`src/rtl/id_ex_pipe_pkg.sv`:
```
// id_ex_pipe_pkg: constants and types shared by the ID/EX pipeline stage.
//   INST_NOP     - canonical RV bubble instruction (addi x0, x0, 0)
//   XLEN_DEF     - default operand / PC width
//   REG_AW_DEF   - default register-file address width
//   pipe_state_e - control FSM state encoding
//   payload_w()  - width of the packed slot record
//                  {inst, inst_addr, op1, op2, rd_addr, reg_wen}
package id_ex_pipe_pkg;

    localparam logic [31:0] INST_NOP   = 32'h0000_0013;
    localparam int          XLEN_DEF   = 64;
    localparam int          REG_AW_DEF = 5;

    typedef enum logic [1:0] {
        ST_EMPTY = 2'd0,
        ST_FULL  = 2'd1,
        ST_SKID  = 2'd2
    } pipe_state_e;

    function automatic int payload_w(input int xlen, input int reg_aw);
        return 32 + 3 * xlen + reg_aw + 1;
    endfunction

endpackage

```
`src/rtl/id_ex_pipe_slot.sv`:
```
// id_ex_pipe_slot: one payload register of the ID/EX stage with a valid bit.
// The instruction word occupies the top 32 bits of the record, so the bubble
// value is INST_NOP followed by zeros.
//   clk   in  clock
//   rst   in  synchronous active-low reset (slot becomes an invalid bubble)
//   load  in  capture d and mark valid
//   clear in  replace contents with the bubble and mark invalid (wins over load)
//   d     in  W-bit packed payload
//   q     out W-bit stored payload
//   valid out slot holds a live instruction
module id_ex_pipe_slot
    import id_ex_pipe_pkg::*;
#(
    parameter int W = 64
) (
    input  logic         clk,
    input  logic         rst,
    input  logic         load,
    input  logic         clear,
    input  logic [W-1:0] d,
    output logic [W-1:0] q,
    output logic         valid
);

    localparam logic [W-1:0] BUBBLE = {INST_NOP, {(W-32){1'b0}}};

    always_ff @(posedge clk) begin
        if (!rst) begin
            q     <= BUBBLE;
            valid <= 1'b0;
        end else if (clear) begin
            q     <= BUBBLE;
            valid <= 1'b0;
        end else if (load) begin
            q     <= d;
            valid <= 1'b1;
        end
    end

endmodule

```
`src/rtl/id_ex_pipe.sv`:
```
// id_ex_pipe: ID/EX pipeline register with valid/ready flow control,
// synchronous flush and an optional skid buffer.
//
// Build option: define ID_EX_SKID_EN to add the skid slot S and a registered
// ready_o (two-deep buffering). Without it ready_o = !valid_o || ready_i.
//
// Ports
//   clk, rst              clock, synchronous active-low reset
//   flush_i               drop everything held (redirect)
//   valid_i / ready_o     handshake with decode
//   inst_i .. reg_wen_i   payload from decode
//   valid_o / ready_i     handshake with execute (ready_i low = stall)
//   inst_o .. reg_wen_o   registered payload to execute (NOP bubble when idle)
//
// state    | meaning
// ST_EMPTY | M holds the bubble, nothing offered to execute
// ST_FULL  | M valid, S empty
// ST_SKID  | M and S valid, upstream stalled (skid build only)
module id_ex_pipe
    import id_ex_pipe_pkg::*;
#(
    parameter int XLEN   = XLEN_DEF,
    parameter int REG_AW = REG_AW_DEF
) (
    input  logic              clk,
    input  logic              rst,
    input  logic              flush_i,
    input  logic              valid_i,
    output logic              ready_o,
    input  logic [31:0]       inst_i,
    input  logic [XLEN-1:0]   inst_addr_i,
    input  logic [XLEN-1:0]   op1_i,
    input  logic [XLEN-1:0]   op2_i,
    input  logic [REG_AW-1:0] rd_addr_i,
    input  logic              reg_wen_i,
    output logic              valid_o,
    input  logic              ready_i,
    output logic [31:0]       inst_o,
    output logic [XLEN-1:0]   inst_addr_o,
    output logic [XLEN-1:0]   op1_o,
    output logic [XLEN-1:0]   op2_o,
    output logic [REG_AW-1:0] rd_addr_o,
    output logic              reg_wen_o
);

    localparam int PW = payload_w(XLEN, REG_AW);

    pipe_state_e state, state_nxt;

    logic [PW-1:0] in_pl;
    logic [PW-1:0] m_d, m_q;
    logic          m_load, m_clear, m_valid;
    logic          accept, issue;

    assign in_pl = {inst_i, inst_addr_i, op1_i, op2_i, rd_addr_i, reg_wen_i};

    id_ex_pipe_slot #(.W(PW)) u_slot_m (
        .clk   (clk),
        .rst   (rst),
        .load  (m_load),
        .clear (m_clear),
        .d     (m_d),
        .q     (m_q),
        .valid (m_valid)
    );

    assign {inst_o, inst_addr_o, op1_o, op2_o, rd_addr_o, reg_wen_o} = m_q;
    assign valid_o = m_valid;

`ifdef ID_EX_SKID_EN
    logic [PW-1:0] s_q;
    logic          s_load, s_clear, s_valid;

    id_ex_pipe_slot #(.W(PW)) u_slot_s (
        .clk   (clk),
        .rst   (rst),
        .load  (s_load),
        .clear (s_clear),
        .d     (in_pl),
        .q     (s_q),
        .valid (s_valid)
    );

    // Registered: depends only on the S valid flop, never on ready_i.
    assign ready_o = !s_valid;
    // M refills from S only when draining the skid entry.
    assign m_d     = (state == ST_SKID) ? s_q : in_pl;
`else
    assign ready_o = !valid_o || ready_i;
    assign m_d     = in_pl;
`endif

    assign accept = valid_i && ready_o;
    assign issue  = valid_o && ready_i;

    always_ff @(posedge clk) begin
        if (!rst) begin
            state <= ST_EMPTY;
        end else begin
            state <= state_nxt;
        end
    end

    always_comb begin
        state_nxt = state;
        m_load    = 1'b0;
        m_clear   = 1'b0;
`ifdef ID_EX_SKID_EN
        s_load    = 1'b0;
        s_clear   = 1'b0;
`endif
        if (flush_i) begin
            // A same-cycle issue is still consumed by execute; accept is dropped.
            state_nxt = ST_EMPTY;
            m_clear   = 1'b1;
`ifdef ID_EX_SKID_EN
            s_clear   = 1'b1;
`endif
        end else begin
            case (state)
                ST_EMPTY: begin
                    if (accept) begin
                        m_load    = 1'b1;
                        state_nxt = ST_FULL;
                    end
                end
                ST_FULL: begin
                    if (accept && issue) begin
                        m_load = 1'b1;
                    end
`ifdef ID_EX_SKID_EN
                    else if (accept) begin
                        s_load    = 1'b1;
                        state_nxt = ST_SKID;
                    end
`endif
                    else if (issue) begin
                        m_clear   = 1'b1;
                        state_nxt = ST_EMPTY;
                    end
                end
`ifdef ID_EX_SKID_EN
                ST_SKID: begin
                    if (issue) begin
                        m_load    = 1'b1;
                        s_clear   = 1'b1;
                        state_nxt = ST_FULL;
                    end
                end
`endif
                default: begin
                    m_clear   = 1'b1;
                    state_nxt = ST_EMPTY;
                end
            endcase
        end
    end

endmodule

```
`config.mk`:
```
export PLATFORM = sky130hd
export DESIGN_NAME = id_ex_pipe
export DESIGN_NICKNAME = d
export VERILOG_FILES = /design/src/rtl/id_ex_pipe_pkg.sv /design/src/rtl/id_ex_pipe_slot.sv /design/src/rtl/id_ex_pipe.sv
export SDC_FILE = /design/constraint.sdc
export NUM_CORES = 1
export LEC_CHECK = 0
export BUFFER_PORTS_ARGS = -buffer_cell sky130_fd_sc_hd__buf_2
export CAP_MARGIN = 15
export CORE_AREA = 2 2 181 183
export DETAILED_ROUTE_END_ITERATION = 8
export DIE_AREA = 0 0 183 185
export PLACE_DENSITY = 0.64
export SLEW_MARGIN = 15
export SYNTH_ARGS = -nofsm -noshare
export SYNTH_HDL_FRONTEND = slang
export SYNTH_SLANG_ARGS = --single-unit
```
`constraint.sdc`:
```
create_clock -name clk -period 1.85 [get_ports clk]
set_input_delay 0.2775 -clock clk [delete_from_list [all_inputs] [get_ports clk]]
set_output_delay 0.2775 -clock clk [all_outputs]
set_load 0.01 [all_outputs]
```
Word level (Yosys, flattened, before mapping) --
Index checks and enable logic that the tools add are counted.
Operators by class: reductions and logical operators 9, muxes and demuxes 12, bitwise logic cells 1, eq/ne operators 4
Operators with widths (count):
- $mux 1 | 6
- $mux 2 | 3
- $ne 2x2->1 const B | 3
- $pmux 1 s2 | 2
- $pmux 2 s2 | 1
- $reduce_or 2->1 | 2
- $logic_and 1x1->1 | 3
- $reduce_and 3->1 | 1
- $eq 2x1->1 const B | 1
- $logic_not 2->1 | 1
- $logic_not 1->1 | 1
- $logic_or 1x1->1 | 1
- $not 1->1 | 1
Storage, ports and cells: bits of input ports 235, word-level logic and storage cells 29, bits in registers 233

Longest topological paths before layout --
Gate-level depths: netlist of the first run.
word-level depth 8, depth in mapped cells 7, gate-level depth less buffers 4

By module --
A second synthesis of the first run with hierarchy kept.
Second synthesis, totals: cell total of the unflattened synthesis 755, area total of the unflattened synthesis 8333.0 um^2
Modules (own cells, without submodules):
- id_ex_pipe_slot | cells each 746, sequential area each 4624.4 um^2, instances 1, area an instance 8255.4 um^2
- id_ex_pipe | cells each 9, sequential area each 20.0 um^2, instances 1, area an instance 77.6 um^2

Least setup slack after synthesis of the first run --
OpenSTA, ideal clock, no wires.
kind register to register, from register u_slot_m.valid, to register u_slot_m.q[120], cell stages (with the launch flop) 8, data required time 1718 ps, clock period less this slack 1352 ps, buffers on the path 3, setup slack 498 ps, arrival time 1220 ps, setup time 132 ps, cell sequence dfxtp_1 > nor2b_1 > buf_6 > inv_4 > buf_4 > buf_2 > nand4_1 > a21oi_1
Between the ends: longest elaborated chain between the ends 8, elaborated cells between the ends (all ways) 14
Ends and longest elaborated chain:
- start, declared | line id_ex_pipe_slot.sv:22 | output logic valid
- start signal, assigned | line id_ex_pipe_slot.sv:30 | valid <= 1'b0;
- start signal, assigned | line id_ex_pipe_slot.sv:33 | valid <= 1'b0;
- start signal, assigned | line id_ex_pipe_slot.sv:36 | valid <= 1'b1;
- $logic_not 1->1 | line id_ex_pipe.sv:89 | assign ready_o = !valid_o || ready_i;
- $logic_or 1x1->1 | line id_ex_pipe.sv:89
- $logic_and 1x1->1 | line id_ex_pipe.sv:93 | assign accept = valid_i && ready_o;
- $logic_and 1x1->1 | line id_ex_pipe.sv:128 | if (accept && issue) begin
- $mux 1 | line id_ex_pipe.sv:128
- $pmux 1 s2 | line id_ex_pipe.sv:120 | case (state)
- $mux 1 | line id_ex_pipe.sv:112 | if (flush_i) begin
- $reduce_or 2->1 (no source line)
- end signal, assigned | line id_ex_pipe_slot.sv:29 | q <= BUBBLE;
- end signal, assigned | line id_ex_pipe_slot.sv:32 | q <= BUBBLE;
- end signal, assigned | line id_ex_pipe_slot.sv:35 | q <= d;
- end, declared | line id_ex_pipe_slot.sv:21 | output logic [W-1:0] q,
Several ways; a longest one is shown, not always the timed one. A chain may end at the register's enable or synchronous reset.

Worst setup path in the final report of the first run --
from register u_slot_m.valid, to output port ready_o
Between the ends: longest elaborated chain between the ends 2
Ends and longest elaborated chain:
- $logic_not 1->1 | line id_ex_pipe.sv:89
- $logic_or 1x1->1 | line id_ex_pipe.sv:89
- end, declared | line id_ex_pipe.sv:29 | output logic ready_o,
No other way between the ends.

==> reports/summary.log, run 1 <==
[run_status] result of the run finished clean
[placement] Final Wtd Congestion 0.899
[sta] fmax 0.579 GHz
[sta] number of endpoints with negative hold slack in the final report 0
[drt] number of optimization iterations in the first detailed-route pass 5
[cts] post-cts resize count 0
[sta] Final TNS setup 0 ps
[synthesis] net count after synthesis 1353
[placement] DP Wirelength 25.4 mm
[cts] clock insertion delay at the later pin of the skew report 530 ps
[cts] number of buffers between clock root and the deepest sink 3
[floorplan] Placeable Area 32000 µm²
[drt] number of vias in the routed layout 12.0k
[grt] maximum number of pins on one net before global-route repair 104
[final_layout] FILL cells 2969
[sta] Worst-Margin Slew 519 ps
[drt] Post-route DRC 0
[critical_path] critical-path cell with the highest stage delay dfxtp_1
[sta] post-route clock skew 8.18 ps
[synthesis] Post-Synthesis Cell Area 9940 µm²
[synthesis] cell count after synthesis 1118
[cts] deepest level of the CTS H-tree 1
[drt] via density per instance 5.70
[floorplan] Chip Width 183 µm
[drt] violation count after the first detailed-route iteration 934
[power] Peak VDD IR 0.000539 V
[cts] clock slew seen by the registers of the worst setup and hold paths 60 ps
[final_layout] post-route design area 15500 µm²
[floorplan] Die ar. 33900 µm²
[drt] Detail Route Antenna Nets 0
[critical_path] required time at the worst-slack endpoint 1570 ps
[final_layout] most used cells in the layout excluding fill and tap cells 466 x buf_2, 232 x dfxtp_1, 229 x a21oi_1
[cts] master cell of the clock root buffer clkbuf_16
[grt] number of antenna violations at the first check in global routing 1
[grt] GRT Total Usage 0.217
[sta] share of the clock period used by the worst path after layout 0.934
[critical_path] crit path capture type output pin
[final_layout] share of post-route cells with drive strength above 1 0.343
[grt] residual overflow from global routing 0
[cts] clock tree from TritonCTS done
[critical_path] maximum fanout along the worst path 28
[job] maxcap violations 0
[critical_path] number of buffer and inverter stages on the critical path 2
[final_layout] Area Growth Syn to Fin 55.8%
[critical_path] Critical Path, Cell by Cell nor2b_4 > inv_6 > buf_2
[placement] Buffers on Ports 466
[final_layout] commonest non-fill, non-tap cell in the layout buf_2
[critical_path] Crit path max-delay family flip-flops
[grt] vias in the first global route 11.3k
[power] Leak Pwr 6.59 nW
[critical_path] nature of the critical path startpoint flip-flop
[floorplan] total I/O pin count 467
[worst_hold_path] Hold Crit Class in2reg
[sta] final count of negative-setup-slack endpoints 0
[final_layout] net count of the finished layout 1908
[drt] drt wl/cell 19.0 µm
[critical_path] biggest cell delay along the critical path 390 ps
[cts] CTS Buf Count 26
[sta] Relative slew margins 0.654
[floorplan] Die Y-Extent 185 µm
[floorplan] num rows 66
[sta] count of final max-slew check failures 0
[grt] wire length of the first global-routing pass 60.3 mm
[sta] crit path time final 1730 ps
[synthesis] post-synthesis cell type count 19
[power] ratio of total power to cell area 789 nW/µm²
[synthesis] post-synthesis average cell area 8.89 µm²
[synthesis] yosys synthesis warning count 0
[cts] Sinks on Clock Net 232
[critical_path] startpoint-to-endpoint class of the critical path reg2out
[placement] instance area at placement 12900 µm²
[floorplan] initial core utilization 0.310
[critical_path] worst path arrival time 1450 ps
[sta] unrepaired setup endpoints after global routing no
[synthesis] proportion of synthesized chip area in sequential cells 0.467
[drt] wire length reported by the detailed router 39.9 mm
[synthesis] number of register bits inferred by synthesis 232
## cells by family (layout without fill, tap and decap cells)
family,count (synthesis),after routing,synth area share
flip-flops,232,232,0.467
AO/OA/AOI/OAI,462,462,0.290
other,0,1,0
AND/OR/NAND/NOR,243,243,0.152
buffers and inverters,181,756,0.0900
## flip-flops by register name (all words and copies together), names as in the netlist
signal,flops
state,1
u_slot_m.valid,1
u_slot_m.q,230
## layer usage
layer | vias up | part of all wire | wire length [µm] | GRT usage
li1 | 5513 | - | - | -
met3 | 136 | 0.072 | 2870 | 0.0435
met1 | 5723 | 0.40 | 15800 | 0.271
met2 | 603 | 0.48 | 19100 | 0.357
met5 | - | 0 | 0 | 0
met4 | 0 | 0.051 | 2040 | 0.108
## worst reg2reg max path, stage by stage (launching register included)
cell,delay (ps)
dfxtp_1,390
nor2b_4,220
buf_4,160
buf_12,250
buf_4,310
o31ai_1,110
a21oi_1,190
## where the power goes
part	total, mW	switching (mW)	internal [mW]
sequential	5.16	0.0571	5.11
clock	5.37	2.13	3.24
combinational	1.68	0.888	0.794
## per-stage QoR
stage               cells  power (mW)  hold slack, ps  utilization  setup WS [ps]
floorplan            1118        5.95             428            -            498
global placement     1881        6.63             451        0.402            301
detailed placement   1881        6.63             455        0.402            219
CTS                  2101        12.3          0.0178        0.483            100
global route         2102        12.6            9.68        0.483           46.0
finish               2102        12.2            16.7        0.483            122
## synth_stat cells
cell | n | area, µm²
inv_4 | 1 | 6.26
nor4_1 | 3 | 18.8
dfxtp_1 | 232 | 4640
nand2_1 | 2 | 7.51
buf_6 | 3 | 33.8
a31oi_1 | 3 | 18.8
and2_1 | 1 | 6.26
buf_4 | 4 | 30.0
o31ai_1 | 227 | 1700
nand4_1 | 227 | 1420
nor2b_1 | 4 | 25.0
clkbuf_1 | 33 | 124
nor2_1 | 2 | 7.51
nand2b_1 | 2 | 12.5
a21oi_1 | 229 | 1150
o21ai_0 | 3 | 15.0
nand4b_1 | 1 | 8.76
buf_2 | 140 | 701
nand3b_1 | 1 | 7.51
## path summary, 6_finish.rpt
kind	depth (start not counted)	from	slack, ps	to
hold reg to reg	2	u_slot_m.q[40]$_SDFFE_PP0P_	460	u_slot_m.q[40]$_SDFFE_PP0P_
setup reg to reg	6	u_slot_m.valid$_SDFFE_PP0P_	140	u_slot_m.q[74]$_SDFFE_PP0P_
hold / removal	3	op1_i[47]	20	u_slot_m.q[117]$_SDFFE_PP0P_
setup / recovery	3	u_slot_m.valid$_SDFFE_PP0P_	120	ready_o
## final cells by class
class | count | area (µm²) | area share
Multi-Input combinational cell | 705 | 4440 | 0.287
Timing Repair Buffer | 707 | 4980 | 0.322
Sequential cell | 232 | 4640 | 0.300
Antenna cell | 1 | 2.50 | 0.000162
Inverter | 1 | 8.76 | 0.000566
Tap cell | 408 | 510 | 0.0330
Clock buffer | 44 | 810 | 0.0523
Clock inverter | 4 | 77.6 | 0.00501
## what timing repair did
item | in CTS | in global routing
hold buffers | 171 | 0
endpoints found under the hold margin | 171 | 0
endpoints found under the setup margin | 1 | 0
setup buffers | 1 | 0
(Power assumes the default switching activity.)
==> inputs of run 2 (changes only) <==
ABC_AREA = 1   (was default)
==> reports/summary.log, run 2 <==
[drt] drt wl/cell 13.0 µm [was 19.0 µm]
[critical_path] crit path capture type flip-flop [was output pin]
[floorplan] Chip Width 183 µm [unchanged]
[synthesis] net count after synthesis 1728 [was 1353]
[power] Peak VDD IR 0.000614 V [was 0.000539 V]
[final_layout] post-route design area 13700 µm² [was 15500 µm²]
[job] maxcap violations 0 [unchanged]
[final_layout] share of post-route cells with drive strength above 1 0.286 [was 0.343]
[cts] number of buffers between clock root and the deepest sink 3 [unchanged]
[critical_path] critical-path cell with the highest stage delay dfxtp_1 [unchanged]
[critical_path] required time at the worst-slack endpoint 2310 ps [was 1570 ps]
[synthesis] yosys synthesis warning count 0 [unchanged]
[final_layout] most used cells in the layout excluding fill and tap cells 466 x buf_2, 455 x nor2_1, 239 x nand2_1 [was 466 x buf_2, 232 x dfxtp_1, 229 x a21oi_1]
[cts] clock insertion delay at the later pin of the skew report 530 ps [about the same]
[worst_hold_path] Hold Crit Class in2reg [unchanged]
[sta] fmax 0.622 GHz [was 0.579 GHz]
[sta] post-route clock skew 9.67 ps [was 8.18 ps]
[power] share of power burned in combinational logic 0.140 [was 0.138]
[floorplan] initial core utilization 0.309 [was 0.310]
[sta] final count of negative-setup-slack endpoints 0 [unchanged]
[floorplan] total I/O pin count 467 [unchanged]
[grt] vias in the first global route 9616 [was 11.3k]
[synthesis] Synth top area share 0.469 [was 0.467]
[drt] wire length reported by the detailed router 30.9 mm [was 39.9 mm]
[final_layout] post-route non-filler standard cell count 2373 [was 2102]
[power] ratio of total power to cell area 875 nW/µm² [was 789 nW/µm²]
[synthesis] list of most frequent post-synthesis cells 455 x nor2_1, 239 x nand2_1, 232 x dfxtp_1, 231 x nand3_1, 228 x inv_1 [was 232 x dfxtp_1, 229 x a21oi_1, 227 x nand4_1, 227 x o31ai_1, 140 x buf_2]
[synthesis] most instantiated library cell after synthesis nor2_1 [was dfxtp_1]
[floorplan] Die Y-Extent 185 µm [unchanged]
[cts] Hold-fix buffers, CTS 3 [was 171]
[critical_path] CP most frequent cell nand2_1
[drt] number of optimization iterations in the first detailed-route pass 6 [was 5]
[placement] post-placement setup slack 241 ps [was 219 ps]
[drt] Detail Route Antenna Nets 0 [unchanged]
[critical_path] nature of the critical path startpoint flip-flop [unchanged]
[drt] via density per instance 4.36 [was 5.70]
[final_layout] flip-flop count of the largest register, all copies and words added 230 [unchanged]
[sta] unrepaired setup endpoints after global routing no [unchanged]
[sta] count of final max-slew check failures 0 [unchanged]
[power] Sequential Power Share 0.438 [was 0.423]
[critical_path] maximum fanout along the worst path 33 [was 28]
[synthesis] number of register bits inferred by synthesis 232 [unchanged]
[power] P_sw 3.13 mW [was 3.07 mW]
[cts] clock tree from TritonCTS done [unchanged]
[sta] share of the clock period used by the worst path after layout 0.868 [was 0.934]
[floorplan] Die ar. 33900 µm² [unchanged]
[synthesis] post-synthesis average cell area 6.63 µm² [was 8.89 µm²]
[placement] placed cells 2317 [was 1881]
[cts] master cell of the clock root buffer clkbuf_16 [unchanged]
[power] design internal power 8.86 mW [was 9.14 mW]
[cts] Sinks on Clock Net 232 [unchanged]
[critical_path] startpoint-to-endpoint class of the critical path reg2reg [was reg2out]
[synthesis] Post-Synthesis Cell Area 9900 µm² [was 9940 µm²]
[synthesis] predominant post-synthesis flop cell dfxtp_1 [unchanged]
[final_layout] net count of the finished layout 2176 [was 1908]
[cts] clock slew seen by the registers of the worst setup and hold paths 60 ps [about the same]
[final_layout] registers with the most flip-flops u_slot_m.q (230), state (1), u_slot_m.valid (1) [unchanged]
[sta] number of endpoints with negative hold slack in the final report 0 [unchanged]
[synthesis] post-synthesis cell type count 17 [was 19]
[placement] Buffers on Ports 466 [unchanged]
[sta] Relative slew margins 0.844 [was 0.654]
[critical_path] worst path arrival time 2070 ps [was 1450 ps]
[grt] residual overflow from global routing 0 [unchanged]
[synthesis] count of flip-flops with a built-in enable after synthesis 0 [unchanged]
[power] Leak Pwr 7.37 nW [was 6.59 nW]
[drt] violation count after the first detailed-route iteration 430 [was 934]
[drt] number of vias in the routed layout 10.4k [was 12.0k]
[placement] DP Wirelength 23.4 mm [was 25.4 mm]
[floorplan] num rows 66 [unchanged]
[sta] final worst slack 244 ps [was 122 ps]
[sta] Final TNS setup 0 ps [unchanged]
[drt] Post-route DRC 0 [unchanged]
[cts] deepest level of the CTS H-tree 1 [unchanged]
[synthesis] cell types occupying the most area after synthesis dfxtp_1 47%, nor2_1 17%, nand3_1 12% [was dfxtp_1 47%, o31ai_1 17%, nand4_1 14%]
[final_layout] register containing the most flip-flops in the final layout u_slot_m.q [unchanged]
[placement] instance area at placement 12800 µm² [was 12900 µm²]
[floorplan] Placeable Area 32000 µm² [unchanged]
[synthesis] post-synthesis cell type with the largest combined area dfxtp_1 [unchanged]
[placement] Final Wtd Congestion 0.852 [was 0.899]
[critical_path] Crit path max-delay family simple AND/OR/NAND/NOR gates [was flip-flops]
[final_layout] commonest non-fill, non-tap cell in the layout buf_2 [unchanged]
[synthesis] share of flip-flops with an asynchronous set or reset 0 [unchanged]
[final_layout] Post-Route Utilization 0.428 [was 0.483]
[grt] wire length of the first global-routing pass 48.1 mm [was 60.3 mm]
[synthesis] cell count after synthesis 1493 [was 1118]
[cts] number of setup buffers added after CTS 0 [was 1]
[sta] crit path time final 1610 ps [was 1730 ps]
[critical_path] biggest cell delay along the critical path 400 ps [was 390 ps]
[cts] post-cts resize count 0 [unchanged]
[grt] number of antenna violations at the first check in global routing 5 [was 1]
[grt] GRT Total Usage 0.173 [was 0.217]
[cts] CTS Buf Count 27 [was 26]
[critical_path] Critical Path, Cell by Cell nand2_1 > nand2_1 > nand2_1 > nor2_4 > buf_12 > buf_4 > nor2_1 > nor2_1 [was nor2b_4 > inv_6 > buf_2]
[critical_path] number of buffer and inverter stages on the critical path 2 [unchanged]
[final_layout] Area Growth Syn to Fin 38.4% [was 55.8%]
[sta] Worst-Margin Slew 234 ps [was 519 ps]
[run_status] result of the run finished clean [unchanged]
[power] share of total power consumed by net switching 0.261 [was 0.251]
[power] clock group share of total power 0.422 [was 0.440]
[grt] maximum number of pins on one net before global-route repair 48 [was 104]
[synthesis] proportion of synthesized chip area in sequential cells 0.469 [was 0.467]
-- run 2: per-stage QoR --
step	hold slack [ps]	total power, mW
finish	52.3	12.0
global route	58.4	12.6
CTS	23.1	12.2
detailed placement	448	7.05
global placement	447	7.02
floorplan	404	6.33
-- run 2: final cells by class --
cell class	instances	area, µm²
Fill cell	3412	18300
Sequential cell	232	4640
Multi-Input combinational cell	931	3820
Timing Repair Buffer	519	3010
Inverter	230	868
Clock buffer	45	813
Tap cell	408	510
Clock inverter	4	28.8
Antenna cell	4	10.0
-- run 2: path summary, 6_finish.rpt --
| path | cells after the start | slack (ps) | from | end |
|---|---|---|---|---|
| worst min register to register | 2 | 460 | u_slot_m.q[202]$_SDFFE_PP1P_ | u_slot_m.q[202]$_SDFFE_PP1P_ |
| worst max register to register | 8 | 240 | u_slot_m.valid$_SDFFE_PP0P_ | u_slot_m.q[204]$_SDFFE_PP0P_ |
| worst max-delay path | 8 | 240 | u_slot_m.valid$_SDFFE_PP0P_ | u_slot_m.q[204]$_SDFFE_PP0P_ |
| worst min-delay path | 5 | 50 | op1_i[53] | u_slot_m.q[123]$_SDFFE_PP0P_ |
-- run 2: power groups by stage --
stage	logic [mW]	registers (mW)	clock network [mW]
2_1_floorplan	0.890	5.44	0
3_5_place_dp	1.69	5.36	0
6_report	1.68	5.25	5.06
5_1_grt	1.90	5.27	5.42
3_3_place_gp	1.67	5.35	0
4_1_cts	1.70	5.25	5.23
-- run 2: cells by family (layout without fill, tap and decap cells) --
kind of cell,after synthesis,after routing,share of synthesized area
AND/OR/NAND/NOR,928,928,0.382
buffers and inverters,330,798,0.147
flip-flops,232,232,0.469
AO/OA/AOI/OAI,3,3,0.00177
other,0,4,0
-- run 2: worst reg2reg max path: cells and delay by family (launching register included) --
kind | cells | cell delay (ps)
AND/OR/NAND/NOR | 6 | 650
buffers and inverters | 2 | 500
flip-flops | 1 | 400
-- run 2: layer usage --
metal  up-vias  part of all wire  global-route usage  wire length (µm)
li1       5334                 -                   -                 -
met1      4616              0.41               0.206             12800
met2       342              0.48               0.298             14800
met3        63             0.072              0.0442              2240
met4         2             0.035              0.0650              1090
met5         -           0.00039                   0                12
==> inputs of run 3 (changes only) <==
RECOVER_POWER = 25   (was default)
==> reports/summary.log, run 3 (same netlist as run 2, synthesis figures left out) <==
[run_status] result of the run finished clean [unchanged]
[critical_path] Worst Reg-to-Reg Cells 8 [unchanged]
[sta] final count of negative-setup-slack endpoints 0 [unchanged]
[critical_path] critical-path cell with the highest stage delay dfxtp_1 [unchanged]
[final_layout] FILL cells 3455 [was 3412]
[placement] instance area at placement 12800 µm² [unchanged]
[cts] clock slew seen by the registers of the worst setup and hold paths 60 ps [about the same]
[drt] Detail Route Antenna Nets 0 [unchanged]
[placement] Buffers on Ports 466 [unchanged]
[drt] via density per instance 4.38 [was 4.36]
[critical_path] crit path capture type flip-flop [unchanged]
[final_layout] multi-input gate area in the final layout 3820 µm² [about the same]
[critical_path] Critical Path, Cell by Cell nand2_1 > nand2_1 > nand2_1 > nor2_4 > buf_12 > buf_4 > nor2_1 > nor2_1 [unchanged]
[cts] master cell of the clock root buffer clkbuf_16 [unchanged]
[floorplan] Placeable Area 32000 µm² [unchanged]
[drt] number of optimization iterations in the first detailed-route pass 6 [unchanged]
[critical_path] maximum fanout along the worst path 33 [unchanged]
[power] Leak Pwr 6.88 nW [was 7.37 nW]
[critical_path] CP most frequent cell nand2_1 [unchanged]
[placement] placed cells 2317 [unchanged]
[sta] fmax 0.622 GHz [about the same]
[drt] wire length reported by the detailed router 31.0 mm [was 30.9 mm]
[sta] number of endpoints with negative hold slack in the final report 0 [unchanged]
[placement] post-placement setup slack 241 ps [unchanged]
[drt] highest metal used met5 [unchanged]
[drt] detailed route wirelength on metal3 2.29 mm [was 2.24 mm]
[grt] wire length of the first global-routing pass 48.1 mm [unchanged]
[final_layout] Reg area 4640 µm² [unchanged]
[power] ratio of total power to cell area 883 nW/µm² [was 875 nW/µm²]
[critical_path] stages on the worst setup path 8 [unchanged]
[job] maxcap violations 0 [unchanged]
[sta] count of final max-slew check failures 0 [unchanged]
[critical_path] startpoint-to-endpoint class of the critical path reg2reg [unchanged]
[critical_path] Crit path max-delay family simple AND/OR/NAND/NOR gates [unchanged]
[final_layout] most used cells in the layout excluding fill and tap cells 455 x nor2_1, 351 x buf_2, 240 x nand2_1 [was 466 x buf_2, 455 x nor2_1, 239 x nand2_1]
[critical_path] number of buffer and inverter stages on the critical path 2 [unchanged]
[sta] final worst slack 241 ps [was 244 ps]
[floorplan] Chip Width 183 µm [unchanged]
[critical_path] biggest cell delay along the critical path 400 ps [about the same]
[sta] Final TNS setup 0 ps [unchanged]
[final_layout] registers with the most flip-flops u_slot_m.q (230), state (1), u_slot_m.valid (1) [unchanged]
[drt] routed length on met1 12.8 mm [about the same]
[grt] residual overflow from global routing 0 [unchanged]
[cts] number of buffers between clock root and the deepest sink 3 [unchanged]
[sta] unrepaired setup endpoints after global routing no [unchanged]
[sta] crit path time final 1610 ps [about the same]
[cts] deepest level of the CTS H-tree 1 [unchanged]
[critical_path] nature of the critical path startpoint flip-flop [unchanged]
[sta] post-route clock skew 7.45 ps [was 9.67 ps]
[critical_path] required time at the worst-slack endpoint 2310 ps [about the same]
[sta] share of the clock period used by the worst path after layout 0.870 [was 0.868]
[floorplan] initial core utilization 0.309 [unchanged]
[final_layout] post-route non-filler standard cell count 2372 [was 2373]
[drt] number of vias in the routed layout 10.4k [about the same]
[worst_hold_path] worst hold path stage count 5 [unchanged]
[drt] drt wl/cell 13.1 µm [was 13.0 µm]
[placement] DP Wirelength 23.4 mm [unchanged]
[critical_path] worst path arrival time 2070 ps [about the same]
[grt] vias in the first global route 9616 [unchanged]
[drt] detailed route wirelength on metal2 14.7 mm [was 14.8 mm]
[final_layout] share of post-route cells with drive strength above 1 0.226 [was 0.286]
[power] Peak VDD IR 0.000647 V [was 0.000614 V]
[grt] maximum number of pins on one net before global-route repair 48 [unchanged]
[cts] clock tree from TritonCTS done [unchanged]
[floorplan] Die ar. 33900 µm² [unchanged]
[sta] Relative slew margins 0.824 [was 0.844]
[final_layout] register containing the most flip-flops in the final layout u_slot_m.q [unchanged]
[worst_hold_path] Hold Crit Class in2reg [unchanged]
[drt] violation count after the first detailed-route iteration 468 [was 430]
[cts] Hold-fix buffers, CTS 3 [unchanged]
[floorplan] num rows 66 [unchanged]
[cts] CTS Buf Count 27 [unchanged]
[grt] GRT Total Usage 0.173 [unchanged]
[sta] Worst-Margin Slew 264 ps [was 234 ps]
[final_layout] commonest non-fill, non-tap cell in the layout nor2_1 [was buf_2]
[final_layout] Area Growth Syn to Fin 36.9% [was 38.4%]
[cts] Sinks on Clock Net 232 [unchanged]
[floorplan] total I/O pin count 467 [unchanged]
[final_layout] flip-flop count of the largest register, all copies and words added 230 [unchanged]
[floorplan] Die Y-Extent 185 µm [unchanged]
[final_layout] net count of the finished layout 2176 [unchanged]
[cts] number of setup buffers added after CTS 0 [unchanged]
[cts] post-cts resize count 0 [unchanged]
[drt] Post-route DRC 0 [unchanged]
[cts] clock insertion delay at the later pin of the skew report 530 ps [about the same]
[grt] number of antenna violations at the first check in global routing 5 [unchanged]
[placement] Final Wtd Congestion 0.852 [unchanged]
[final_layout] post-route design area 13600 µm² [was 13700 µm²]
run 3: changes by cell type in the layout (fill, tap and decap cells not counted), sizes merged:
cell | previous run | this run
buf | 516 | 401
diode | 4 | 3
clkbuf | 45 | 160
run 3: final cells by class:
type	count	area share
well taps	408	0.0377
flip-flops and latches	232	0.343
repair buffers	519	0.212
multi-input cells	931	0.281
clock inverters	4	0.00212
inverters	230	0.0640
clock buffers	45	0.0600
diodes	3	0.000554
run 3: worst paths after layout:
kind / startpoint / to / slack, ps
worst max-delay path: u_slot_m.valid$_SDFFE_PP0P_ / u_slot_m.q[204]$_SDFFE_PP0P_ / 240
worst min-delay path: op1_i[53] / u_slot_m.q[123]$_SDFFE_PP0P_ / 50
worst max register to register: u_slot_m.valid$_SDFFE_PP0P_ / u_slot_m.q[204]$_SDFFE_PP0P_ / 240
worst min register to register: u_slot_m.q[202]$_SDFFE_PP1P_ / u_slot_m.q[202]$_SDFFE_PP1P_ / 460
run 3: stage by stage:
step	utilization	power, mW	hold slack [ps]
after global placement	0.400	7.02	447
after global routing	0.423	12.6	58.4
final	0.423	12.0	51.1
after CTS	0.427	12.2	23.1
after detailed placement	0.400	7.05	448
after floorplan	-	6.33	404
run 3: layer usage:
metal | GRT usage | vias up
met3 | 0.0442 | 66
met4 | 0.0650 | 2
met1 | 0.206 | 4633
met2 | 0.298 | 352
li1 | - | 5334
met5 | 0 | -
run 3: where the power goes:
| part | leakage, nW | switching (mW) | internal (mW) |
|---|---|---|---|
| combinational | 4.59 | 0.964 | 0.695 |
| sequential | 1.89 | 0.0854 | 5.17 |
| clock | 0.404 | 2.09 | 2.97 |
run 3: worst register-to-register path, delay by kind of cell, from the launching register on:
family	cells	cell delay, ps
and+or+nand+nor	6	640
DFF	1	400
buffers and inverters	2	510
